## src/rtl/cnn_pkg.sv

```systemverilog
// Shared types and default widths for the CNN host transfer engine.
package cnn_pkg;

  localparam int unsigned DATA_W_DEF = 8;
  localparam int unsigned ADDR_W_DEF = 16;

  // Transfer engine session states
  typedef enum logic [2:0] {
    S_IDLE    = 3'd0,
    S_LOAD_IF = 3'd1,
    S_LOAD_W  = 3'd2,
    S_START   = 3'd3,
    S_WAIT    = 3'd4,
    S_READ    = 3'd5,
    S_FIN     = 3'd6
  } xfer_state_e;

endpackage

```

## src/rtl/bram_host_xfer_if.sv

```systemverilog
// Host stream, core handshake and BRAM port bundle for bram_host_xfer.
interface bram_host_xfer_if
  import cnn_pkg::*;
#(
  parameter int unsigned DATA_W = DATA_W_DEF,
  parameter int unsigned ADDR_W = ADDR_W_DEF
);

  // Session control
  logic              go;
  logic              busy;
  logic              err;
  // Load stream
  logic [DATA_W-1:0] in_data;
  logic              in_valid;
  logic              in_ready;
  logic              in_last;
  // Result stream
  logic [DATA_W-1:0] out_data;
  logic              out_valid;
  logic              out_ready;
  logic              out_last;
  // Core handshake
  logic              cnn_start;
  logic              cnn_done;
  // IF BRAM write port
  logic [ADDR_W-1:0] bram_if_addr;
  logic              bram_if_en;
  logic              bram_if_we;
  logic [DATA_W-1:0] bram_if_wdata;
  // W BRAM write port
  logic [ADDR_W-1:0] bram_w_addr;
  logic              bram_w_en;
  logic              bram_w_we;
  logic [DATA_W-1:0] bram_w_wdata;
  // TEMP BRAM read port
  logic [ADDR_W-1:0] bram_tmp_addr;
  logic              bram_tmp_en;
  logic [DATA_W-1:0] bram_tmp_rdata;

  // Transfer engine side
  modport master (
    input  go, in_data, in_valid, in_last, out_ready, cnn_done, bram_tmp_rdata,
    output busy, err, in_ready, out_data, out_valid, out_last, cnn_start,
    output bram_if_addr, bram_if_en, bram_if_we, bram_if_wdata,
    output bram_w_addr, bram_w_en, bram_w_we, bram_w_wdata,
    output bram_tmp_addr, bram_tmp_en
  );

  // Host / memory side
  modport slave (
    output go, in_data, in_valid, in_last, out_ready, cnn_done, bram_tmp_rdata,
    input  busy, err, in_ready, out_data, out_valid, out_last, cnn_start,
    input  bram_if_addr, bram_if_en, bram_if_we, bram_if_wdata,
    input  bram_w_addr, bram_w_en, bram_w_we, bram_w_wdata,
    input  bram_tmp_addr, bram_tmp_en
  );

endinterface

```

## src/rtl/xfer_fifo2.sv

```systemverilog
// Two-entry result FIFO with fall-through: a word arriving into an empty
// FIFO is presented the same cycle and is only stored if not taken.
module xfer_fifo2 #(
  parameter int unsigned DATA_W = 8
) (
  input  logic              clk,
  input  logic              rst,
  input  logic              i_wr_en,
  input  logic [DATA_W-1:0] i_wr_data,
  input  logic              i_rd_en,
  output logic              o_valid_c,
  output logic [DATA_W-1:0] o_data_c,
  output logic [1:0]        o_occ
);

  logic [DATA_W-1:0] r_mem [2];
  logic              r_wptr;
  logic              r_rptr;
  logic [1:0]        r_occ;

  logic w_empty;
  logic w_pop;
  logic w_deq;
  logic w_push;

  // Head selection, bypass and push/pop qualification
  always_comb begin
    w_empty   = (r_occ == 2'd0);
    o_valid_c = !w_empty || i_wr_en;
    o_data_c  = '0;
    if (!w_empty) begin
      o_data_c = r_mem[r_rptr];
    end else if (i_wr_en) begin
      o_data_c = i_wr_data;
    end
    w_pop  = i_rd_en && o_valid_c;
    w_deq  = w_pop && !w_empty;
    w_push = i_wr_en && !(w_empty && w_pop);
  end

  // Storage, pointers and occupancy
  always_ff @(posedge clk or negedge rst) begin
    if (!rst) begin
      r_mem[0] <= '0;
      r_mem[1] <= '0;
      r_wptr   <= 1'b0;
      r_rptr   <= 1'b0;
      r_occ    <= 2'd0;
    end else begin
      if (w_push) begin
        r_mem[r_wptr] <= i_wr_data;
        r_wptr        <= ~r_wptr;
      end
      if (w_deq) begin
        r_rptr <= ~r_rptr;
      end
      r_occ <= r_occ + 2'(w_push) - 2'(w_deq);
    end
  end

  assign o_occ = r_occ;

endmodule

```

## src/rtl/bram_host_xfer.sv

```systemverilog
// Host-side transfer engine: loads IF and W BRAMs from a byte stream, runs
// the CNN core via start/done, then streams the TEMP result region back out.
module bram_host_xfer
  import cnn_pkg::*;
#(
  parameter int unsigned DATA_W  = DATA_W_DEF,
  parameter int unsigned ADDR_W  = ADDR_W_DEF,
  parameter int unsigned IF_LEN  = 1024,
  parameter int unsigned W_LEN   = 256,
  parameter int unsigned RES_LEN = 294
) (
  input  logic             clk,
  input  logic             rst,
  bram_host_xfer_if.master bus
);

  localparam logic [ADDR_W-1:0] IF_LAST  = ADDR_W'(IF_LEN - 1);
  localparam logic [ADDR_W-1:0] W_LAST   = ADDR_W'(W_LEN - 1);
  localparam logic [ADDR_W-1:0] RES_LAST = ADDR_W'(RES_LEN - 1);

  xfer_state_e       r_state, w_state_nxt;
  logic [ADDR_W-1:0] r_cnt, w_cnt_nxt;
  logic              r_err, w_err_nxt;
  logic [ADDR_W-1:0] r_rd_addr, w_rd_addr_nxt;
  logic              r_rd_done, w_rd_done_nxt;
  logic [ADDR_W-1:0] r_out_cnt, w_out_cnt_nxt;
  logic              r_inflight;

  logic              w_in_ready;
  logic              w_if_wr;
  logic              w_w_wr;
  logic              w_tmp_rd;
  logic              w_start;
  logic              w_fifo_valid;
  logic [DATA_W-1:0] w_fifo_data;
  logic [1:0]        w_fifo_occ;
  logic              w_pop;
  logic [2:0]        w_outstanding;

  // Reads are only issued while stored words plus reads in flight stay below two
  assign w_outstanding = 3'(w_fifo_occ) + 3'(r_inflight);
  assign w_pop         = w_fifo_valid && bus.out_ready;

  xfer_fifo2 #(
    .DATA_W (DATA_W)
  ) u_fifo (
    .clk       (clk),
    .rst       (rst),
    .i_wr_en   (r_inflight),
    .i_wr_data (bus.bram_tmp_rdata),
    .i_rd_en   (bus.out_ready),
    .o_valid_c (w_fifo_valid),
    .o_data_c  (w_fifo_data),
    .o_occ     (w_fifo_occ)
  );

  // Next-state, counter and strobe decode
  always_comb begin
    w_state_nxt   = r_state;
    w_cnt_nxt     = r_cnt;
    w_err_nxt     = r_err;
    w_rd_addr_nxt = r_rd_addr;
    w_rd_done_nxt = r_rd_done;
    w_out_cnt_nxt = r_out_cnt;
    w_in_ready    = 1'b0;
    w_if_wr       = 1'b0;
    w_w_wr        = 1'b0;
    w_tmp_rd      = 1'b0;
    w_start       = 1'b0;

    unique case (r_state)
      S_IDLE: begin
        if (bus.go) begin
          w_state_nxt = S_LOAD_IF;
          w_cnt_nxt   = '0;
          w_err_nxt   = 1'b0;
        end
      end

      S_LOAD_IF: begin
        w_in_ready = 1'b1;
        if (bus.in_valid) begin
          w_if_wr = 1'b1;
          // in_last is only legal on the final W beat
          if (bus.in_last) begin
            w_err_nxt = 1'b1;
          end
          if (r_cnt == IF_LAST) begin
            w_cnt_nxt   = '0;
            w_state_nxt = S_LOAD_W;
          end else begin
            w_cnt_nxt = r_cnt + ADDR_W'(1);
          end
        end
      end

      S_LOAD_W: begin
        w_in_ready = 1'b1;
        if (bus.in_valid) begin
          w_w_wr = 1'b1;
          if (r_cnt == W_LAST) begin
            if (!bus.in_last) begin
              w_err_nxt = 1'b1;
            end
            w_cnt_nxt   = '0;
            w_state_nxt = S_START;
          end else begin
            if (bus.in_last) begin
              w_err_nxt = 1'b1;
            end
            w_cnt_nxt = r_cnt + ADDR_W'(1);
          end
        end
      end

      S_START: begin
        w_start       = 1'b1;
        w_rd_addr_nxt = '0;
        w_rd_done_nxt = 1'b0;
        w_out_cnt_nxt = '0;
        w_state_nxt   = S_WAIT;
      end

      S_WAIT: begin
        if (bus.cnn_done) begin
          w_state_nxt = S_READ;
        end
      end

      S_READ: begin
        // Separate done flag so RES_LEN == 2**ADDR_W never wraps the address
        if (!r_rd_done && (w_outstanding < 3'd2)) begin
          w_tmp_rd = 1'b1;
          if (r_rd_addr == RES_LAST) begin
            w_rd_done_nxt = 1'b1;
          end else begin
            w_rd_addr_nxt = r_rd_addr + ADDR_W'(1);
          end
        end
        if (w_pop) begin
          if (r_out_cnt == RES_LAST) begin
            w_state_nxt = S_FIN;
          end else begin
            w_out_cnt_nxt = r_out_cnt + ADDR_W'(1);
          end
        end
      end

      S_FIN: begin
        w_state_nxt = S_IDLE;
      end

      default: begin
        w_state_nxt = S_IDLE;
      end
    endcase
  end

  // State, counters, error flag and read-in-flight tracking
  always_ff @(posedge clk or negedge rst) begin
    if (!rst) begin
      r_state    <= S_IDLE;
      r_cnt      <= '0;
      r_err      <= 1'b0;
      r_rd_addr  <= '0;
      r_rd_done  <= 1'b0;
      r_out_cnt  <= '0;
      r_inflight <= 1'b0;
    end else begin
      r_state    <= w_state_nxt;
      r_cnt      <= w_cnt_nxt;
      r_err      <= w_err_nxt;
      r_rd_addr  <= w_rd_addr_nxt;
      r_rd_done  <= w_rd_done_nxt;
      r_out_cnt  <= w_out_cnt_nxt;
      r_inflight <= w_tmp_rd;
    end
  end

  // Port drive; addresses and data are zeroed whenever the port is idle
  always_comb begin
    bus.busy          = (r_state != S_IDLE);
    bus.err           = r_err;
    bus.in_ready      = w_in_ready;
    bus.cnn_start     = w_start;
    bus.bram_if_en    = w_if_wr;
    bus.bram_if_we    = w_if_wr;
    bus.bram_if_addr  = w_if_wr ? r_cnt : '0;
    bus.bram_if_wdata = w_if_wr ? bus.in_data : '0;
    bus.bram_w_en     = w_w_wr;
    bus.bram_w_we     = w_w_wr;
    bus.bram_w_addr   = w_w_wr ? r_cnt : '0;
    bus.bram_w_wdata  = w_w_wr ? bus.in_data : '0;
    bus.bram_tmp_en   = w_tmp_rd;
    bus.bram_tmp_addr = w_tmp_rd ? r_rd_addr : '0;
    bus.out_valid     = w_fifo_valid;
    bus.out_data      = w_fifo_data;
    bus.out_last      = w_fifo_valid && (r_out_cnt == RES_LAST);
  end

endmodule

```

## src/flat_wrapper.sv

```systemverilog
// flat-port wrapper written by rule: the top's interface ports become plain ports
module bram_host_xfer_flat import cnn_pkg::*;
#(
  parameter int unsigned DATA_W  = DATA_W_DEF,
  parameter int unsigned ADDR_W  = ADDR_W_DEF,
  parameter int unsigned IF_LEN  = 1024,
  parameter int unsigned W_LEN   = 256,
  parameter int unsigned RES_LEN = 294
)
  (clk, rst, bus_go, bus_in_data, bus_in_valid, bus_in_last, bus_out_ready, bus_cnn_done, bus_bram_tmp_rdata, bus_busy, bus_err, bus_in_ready, bus_out_data, bus_out_valid, bus_out_last, bus_cnn_start, bus_bram_if_addr, bus_bram_if_en, bus_bram_if_we, bus_bram_if_wdata, bus_bram_w_addr, bus_bram_w_en, bus_bram_w_we, bus_bram_w_wdata, bus_bram_tmp_addr, bus_bram_tmp_en);
  bram_host_xfer_if #(.DATA_W(DATA_W), .ADDR_W(ADDR_W)) bus_i ();
  input  logic clk;
  input  logic rst;
  input wire logic [$bits(bus_i.go)-1:0] bus_go;
  input wire logic [$bits(bus_i.in_data)-1:0] bus_in_data;
  input wire logic [$bits(bus_i.in_valid)-1:0] bus_in_valid;
  input wire logic [$bits(bus_i.in_last)-1:0] bus_in_last;
  input wire logic [$bits(bus_i.out_ready)-1:0] bus_out_ready;
  input wire logic [$bits(bus_i.cnn_done)-1:0] bus_cnn_done;
  input wire logic [$bits(bus_i.bram_tmp_rdata)-1:0] bus_bram_tmp_rdata;
  output wire logic [$bits(bus_i.busy)-1:0] bus_busy;
  output wire logic [$bits(bus_i.err)-1:0] bus_err;
  output wire logic [$bits(bus_i.in_ready)-1:0] bus_in_ready;
  output wire logic [$bits(bus_i.out_data)-1:0] bus_out_data;
  output wire logic [$bits(bus_i.out_valid)-1:0] bus_out_valid;
  output wire logic [$bits(bus_i.out_last)-1:0] bus_out_last;
  output wire logic [$bits(bus_i.cnn_start)-1:0] bus_cnn_start;
  output wire logic [$bits(bus_i.bram_if_addr)-1:0] bus_bram_if_addr;
  output wire logic [$bits(bus_i.bram_if_en)-1:0] bus_bram_if_en;
  output wire logic [$bits(bus_i.bram_if_we)-1:0] bus_bram_if_we;
  output wire logic [$bits(bus_i.bram_if_wdata)-1:0] bus_bram_if_wdata;
  output wire logic [$bits(bus_i.bram_w_addr)-1:0] bus_bram_w_addr;
  output wire logic [$bits(bus_i.bram_w_en)-1:0] bus_bram_w_en;
  output wire logic [$bits(bus_i.bram_w_we)-1:0] bus_bram_w_we;
  output wire logic [$bits(bus_i.bram_w_wdata)-1:0] bus_bram_w_wdata;
  output wire logic [$bits(bus_i.bram_tmp_addr)-1:0] bus_bram_tmp_addr;
  output wire logic [$bits(bus_i.bram_tmp_en)-1:0] bus_bram_tmp_en;
  assign bus_i.go = bus_go;
  assign bus_i.in_data = bus_in_data;
  assign bus_i.in_valid = bus_in_valid;
  assign bus_i.in_last = bus_in_last;
  assign bus_i.out_ready = bus_out_ready;
  assign bus_i.cnn_done = bus_cnn_done;
  assign bus_i.bram_tmp_rdata = bus_bram_tmp_rdata;
  assign bus_busy = bus_i.busy;
  assign bus_err = bus_i.err;
  assign bus_in_ready = bus_i.in_ready;
  assign bus_out_data = bus_i.out_data;
  assign bus_out_valid = bus_i.out_valid;
  assign bus_out_last = bus_i.out_last;
  assign bus_cnn_start = bus_i.cnn_start;
  assign bus_bram_if_addr = bus_i.bram_if_addr;
  assign bus_bram_if_en = bus_i.bram_if_en;
  assign bus_bram_if_we = bus_i.bram_if_we;
  assign bus_bram_if_wdata = bus_i.bram_if_wdata;
  assign bus_bram_w_addr = bus_i.bram_w_addr;
  assign bus_bram_w_en = bus_i.bram_w_en;
  assign bus_bram_w_we = bus_i.bram_w_we;
  assign bus_bram_w_wdata = bus_i.bram_w_wdata;
  assign bus_bram_tmp_addr = bus_i.bram_tmp_addr;
  assign bus_bram_tmp_en = bus_i.bram_tmp_en;
  bram_host_xfer #(.DATA_W(DATA_W), .ADDR_W(ADDR_W), .IF_LEN(IF_LEN), .W_LEN(W_LEN), .RES_LEN(RES_LEN)) u_core (.clk(clk), .rst(rst), .bus(bus_i));
endmodule
```

## config.mk

```make
export PLATFORM = sky130hd
export DESIGN_NAME = bram_host_xfer_flat
export DESIGN_NICKNAME = d
export VERILOG_FILES = /design/src/rtl/cnn_pkg.sv /design/src/rtl/bram_host_xfer_if.sv /design/src/rtl/xfer_fifo2.sv /design/src/rtl/bram_host_xfer.sv /design/src/flat_wrapper.sv
export SDC_FILE = /design/constraint.sdc
export NUM_CORES = 1
export LEC_CHECK = 0
export BUFFER_PORTS_ARGS = -buffer_cell sky130_fd_sc_hd__clkbuf_2
export CORE_MARGIN = 2
export CORE_UTILIZATION = 45
export DETAILED_ROUTE_END_ITERATION = 8
export PLACE_DENSITY = 0.69
export SKIP_CTS_REPAIR_TIMING = 1
export SLEW_MARGIN = 40
export SYNTH_ARGS = -nofsm -noshare
export SYNTH_HDL_FRONTEND = slang
export SYNTH_HIERARCHICAL = 1
export SYNTH_SLANG_ARGS = --single-unit
```

## constraint.sdc

```tcl
create_clock -name clk -period 5.2 [get_ports clk]
set_input_delay 0.26 -clock clk [delete_from_list [all_inputs] [get_ports clk]]
set_output_delay 0.26 -clock clk [all_outputs]
set_load 0.03 [all_outputs]
```

==> impl_metrics.ini, run 1 <==
[status]
status = finished, final reports clean

[logic_synthesis]
synth_edf_count = 0
ys_ff_latch = 74
yosysSeqAreaShare = 0.404
yosys.area.top_type_share = 0.404
syn-num-nets = 528
avgSynthCellArea_um2 = 9.20
synth_flop_cell = dfrtp_1
async_flop_share = 1.00
yosysWarnings = 6
synthTopCellsByArea = dfrtp_1 40%, and2_1 8.9%, mux2_2 4.2%
netlist_area_mm2 = 0.00458
yosysTopAreaCell = dfrtp_1
synth_cells = 498
synth.distinct_cells = 65

[floorplanning]
io_pins = 106
fp.coreArea_mm2 = 0.00982
core.rowCount = 36
die-height_um = 105
dieArea_mm2 = 0.0110
die_x_um = 105
initial_utilization = 0.466

[timing]
holdWs_ns = 0.0122
setup_viol = 0
clock_skew_ns = 0.0119
period_needed_ns = 2.62
tightest_slew_ns = 0.813
tns_ns = 0
finalMaxSlewViolations = 0
slew_headroom = 0.457
fmax_ghz = 0.381
rsz0062_at_grt = false
hold_viol_final = 0
period_share = 0.504

[clock_network]
cts-root-buf = clkbuf_8
clk_latency_ns = 0.36
cts_tree = yes
clock-sinks = 74
cts_max_level = 3
clkTransAtPathRegs_ns = 0.09
cts_made_buffers = 9
clk_path_buf_depth = 2

[finish]
nets = 615
diodes = 0
final_area_mm2 = 0.00535
drive_above_1_share = 0.271
area_delta_synth_final_pct = 16.8

[global_routing]
busiest_layer = met2
grt_max_degree = 75
grt_usage = 0.200
grt.met1_usage = 0.271
grt-ovfl-total = 0
grt_pass1_vias = 3687
grt_util_met3 = 0.0293
antenna_found_initial = 0
grt_first_pass_wirelength_um = 18000
grt_use_met2 = 0.328

[place]
port_buffers = 105
dpl_cell_area_mm2 = 0.00514
hpwl_um = 7440
place.gp.congestion = 0.848

[setup_path]
r2r_cells = 5
r2r_start = u_core/r_state[1]
worst_setup_path_end_kind = output port
cp_top_family = simple AND/OR/NAND/NOR gates
criticalPathCategory = flop to output port
r2r_slack_ns = 2.66
critPathMaxFanout = 26
critPathArrivalTime_ns = 2.36
cp-start-kind = flop
cp_cell_sequence = nor2_1, and3_1, and2_1, clkbuf_2
crit_start = u_core/r_state[0]
critical_path_buf_inv_count = 1
critPathMaxStageDelay_ns = 0.67
worstReg2RegEnd = u_core/r_cnt[2]
cp.required_ns = 4.94
cpMaxStageDelayCell = and3_1

[detailed_routing]
vias = 3947
drc_errors = 0
antenna_left = 0
drt_iter0_drc = 207
routedWlPerCell_um = 15.0
firstDrtPassIters = 5
finalWirelength_um = 10800
vias_per_cell = 5.46

[pwr]
pwr_density_cell_mw_per_mm2 = 463
peakVddDrop_mv = 0.226
p_leak_nw = 2.53
combPwrFrac = 0.427
p_switching_mw = 1.12
p_seq_frac = 0.382
internal_power_mw = 1.36
p_total_mw = 2.47
swShare = 0.452
clkPwrFrac = 0.191

[worst_hold_path]
hold_class = primary input to async pin

[job]
maxCapViolCount = 0
[power by group through the flow]
stage | clock network (mW) | logic [mW] | registers, mW
floorplan | 0 | 0.898 | 0.855
finish | 0.472 | 1.06 | 0.945
CTS | 0.483 | 1.06 | 0.944
global placement | 0 | 1.03 | 0.936
global route | 0.505 | 1.16 | 0.977
detailed placement | 0 | 1.06 | 0.952
[how the worst max path moves through the flow]
stage	to	depth (start not counted)	slack (ns)
after floorplan	bus_bram_w_addr[13]	6	3.00
after global placement	u_core/r_cnt[2]	5	2.75
after detailed placement	bus_cnn_start	4	2.67
after CTS	bus_cnn_start	4	2.27
after global routing	bus_bram_w_addr[5]	4	2.38
final	bus_bram_w_addr[14]	4	2.58
[sequential cells by signal, summed over array words and instances (netlist names)]
name / cells
u_core/u_fifo/o_occ: 2
u_core/u_fifo/r_wptr: 1
u_core/r_state: 3
u_core/r_rd_addr: 16
u_core/u_fifo/r_rptr: 1
u_core/bus.err: 1
u_core/u_fifo/r_mem: 16
u_core/r_rd_done: 1
u_core/r_inflight: 1
u_core/r_out_cnt: 16
u_core/r_cnt: 16
[cells in the final DEF, fill, tap and decap left out, types with 6 or more instances in the layout]
master,n
ha_1,7
or3_1,7
clkbuf_2,104
nand3_1,32
nor3_1,10
a21oi_1,12
mux2_2,17
nand4_1,13
nand2_1,35
xnor2_1,6
inv_1,13
clkbuf_8,10
xor2_1,20
mux2i_1,9
and2_1,65
o21ai_0,26
nor2_1,34
and3_1,6
or4_1,6
dfrtp_1,74
[per-stage QoR]
stage               cells  setup WS, ns   util
finish                723          2.58  0.545
global route          723          2.38  0.545
CTS                   723          2.27  0.544
detailed placement    707          2.67  0.523
global placement      707          2.75  0.523
floorplan             498          3.00      -
[metal layers]
layer	vias up	wire length, um
met1	1879	5000
met3	16	556
li1	1928	-
met2	124	5100
met5	-	0
met4	0	164
[cell usage after synthesis (4+ instances only)]
cell type	count
xor2_1	20
and3_1	7
and2_1	65
or3_1	7
buf_2	5
nand3_1	32
nor3_1	10
mux2_2	17
clkbuf_1	18
nand4_1	13
nor2b_1	5
o31ai_1	4
a21oi_1	12
o31ai_2	4
xnor2_1	6
dfrtp_1	74
o21ai_0	26
inv_1	14
or4_1	6
nand2_1	35
ha_1	7
mux2i_1	9
nor2_1	35
[cell type report]
| cell class | count | area [um2] |
|---|---|---|
| Clock inverter | 5 | 61.3 |
| Inverter | 15 | 56.3 |
| Fill cell | 944 | 4470 |
| Timing Repair Buffer | 106 | 537 |
| Tap cell | 133 | 166 |
| Sequential cell | 74 | 1850 |
| Multi-Input combinational cell | 379 | 2530 |
| Clock buffer | 11 | 141 |
[cells by family (layout without fill, tap and decap cells)]
logic type,after synthesis,after routing,synth area share
AND/OR/NAND/NOR,242,242,0.299
AO/OA/AOI/OAI,78,78,0.122
flip-flops,74,74,0.404
buffers and inverters,45,137,0.0445
XOR/XNOR,26,26,0.0497
multiplexers,26,26,0.0615
adder cells (fa/ha/maj),7,7,0.0191
[worst reg2reg max path: stages, from the launching register on]
cell and delay, ns:
dfrtp_1 0.60, mux2i_1 0.17, nor2b_1 0.17, or3_1 0.64, or2_1 0.53, o311ai_0 0.34
Power figures use the tool's default switching activity.
==> run 2: changes to the inputs <==
clock period = 2.7 ns   (was 5.2 ns; I/O delays follow)
==> impl_metrics.ini, run 2 (synthesis gave the netlist of run 1 again) <==
[status]
status = finished, final reports clean

[finish]
nets = 624
mostFrequentLayoutCells = 104 x clkbuf_2, 74 x dfrtp_1, 65 x and2_1
drive_above_1_share = 0.275
area_delta_synth_final_pct = 17.6
diodes = 0
layout_commonest_cell = clkbuf_2

[detailed_routing]
finalWirelength_um = 10500
vias_per_cell = 5.43
drt_iter0_drc = 248
firstDrtPassIters = 4
vias = 3977
drc_errors = 0
routedWlPerCell_um = 14.4
antenna_left = 0

[floorplanning]
die_x_um = 105
io_pins = 106
fp.coreArea_mm2 = 0.00982
core.rowCount = 36
die-height_um = 105
initial_utilization = 0.466
dieArea_mm2 = 0.0110

[clock_network]
cts_made_buffers = 9
cts_max_level = 3
cts-root-buf = clkbuf_8
clkTransAtPathRegs_ns = 0.08
clk_latency_ns = 0.35
cts_tree = yes
clk_path_buf_depth = 2
clock-sinks = 74

[global_routing]
grt_usage = 0.192
grt_max_degree = 75
grt_first_pass_wirelength_um = 17300
antenna_found_initial = 0
grt-ovfl-total = 0
grt_pass1_vias = 3671

[timing]
setup_viol = 0
finalMaxSlewViolations = 0
holdWs_ns = 0.0466
hold_viol_final = 0
period_needed_ns = 2.42
period_share = 0.896
rsz0062_at_grt = false
fmax_ghz = 0.413
slew_headroom = 0.540
tightest_slew_ns = 0.690
tns_ns = 0
clock_skew_ns = 0.0120

[setup_path]
cp-start-kind = flop
worst_setup_path_end_kind = output port
critPathMaxFanout = 18
worstReg2RegEnd = u_core/r_state[0]
r2r_slack_ns = 0.50
criticalPathCategory = flop to output port
cp.required_ns = 2.57
crit_start = u_core/r_state[0]
r2r_start = u_core/r_cnt[0]
critPathArrivalTime_ns = 2.28
endpoint = bus_cnn_start
r2r_cells = 7

[worst_hold_path]
hold_class = primary input to flop
min_path_cells = 2

[pwr]
p_leak_nw = 2.56
pwr_density_cell_mw_per_mm2 = 871
peakVddDrop_mv = 0.378

[job]
maxCapViolCount = 0

[place]
port_buffers = 105
hpwl_um = 7590
place.gp.congestion = 0.843
## run 2: worst min-delay path by stage
stage / slack [ns] / endpoint / start
2_1_floorplan: -0.16 / u_core/bus.err / rst
3_3_place_gp: 0.40 / u_core/u_fifo/r_mem[3] / bus_bram_tmp_rdata[3]
3_5_place_dp: 0.30 / u_core/r_cnt[7] / rst
4_1_cts: -0.08 / u_core/r_cnt[7] / rst
5_1_grt: 0.04 / u_core/u_fifo/r_mem[11] / bus_bram_tmp_rdata[3]
6_report: 0.05 / u_core/u_fifo/r_mem[11] / bus_bram_tmp_rdata[3]
## run 2: worst max-delay path, cell delays in order (launching register included)
cell	delay (ns)
dfrtp_1	0.55
nor2b_1	0.29
nand2_1	0.26
inv_1	0.51
clkbuf_2	0.32
## run 2: layer usage
metal | routed length [um] | GRT usage | vias to the layer above
met5 | 0 | 0 | -
met3 | 627 | 0.0362 | 12
met2 | 5140 | 0.324 | 125
li1 | - | - | 1938
met1 | 4590 | 0.244 | 1902
met4 | 153 | 0.0695 | 0
## run 2: final cells by class
cell class                 instances  area, um2
timing repair buffer             115        607
clock buffer                      10        138
sequential                        74       1850
clock inverter                     6       42.5
multi-input combinational        379       2520
tap                              133        166
fill                             925       4430
inverter                          15       56.3
## run 2: report_power, final
part	leakage (nW)	total (mW)	internal, mW	switching, mW
Combinational	1.50	2.11	0.794	1.31
Sequential	0.970	1.80	1.41	0.387
Clock	0.0882	0.787	0.358	0.429
## run 2: metrics by stage
| stage | setup WS [ns] | utilization | power, mW | cells | instance area, um2 |
|---|---|---|---|---|---|
| after floorplan | 0.621 | - | 3.38 | 498 | 4580 |
| after global routing | 0.0790 | 0.548 | 5.02 | 732 | 5390 |
| after CTS | 0.243 | 0.547 | 4.74 | 731 | 5380 |
| final | 0.281 | 0.548 | 4.69 | 732 | 5390 |
| after global placement | 0.589 | 0.529 | 3.86 | 715 | 5190 |
| after detailed placement | 0.506 | 0.529 | 3.94 | 715 | 5190 |
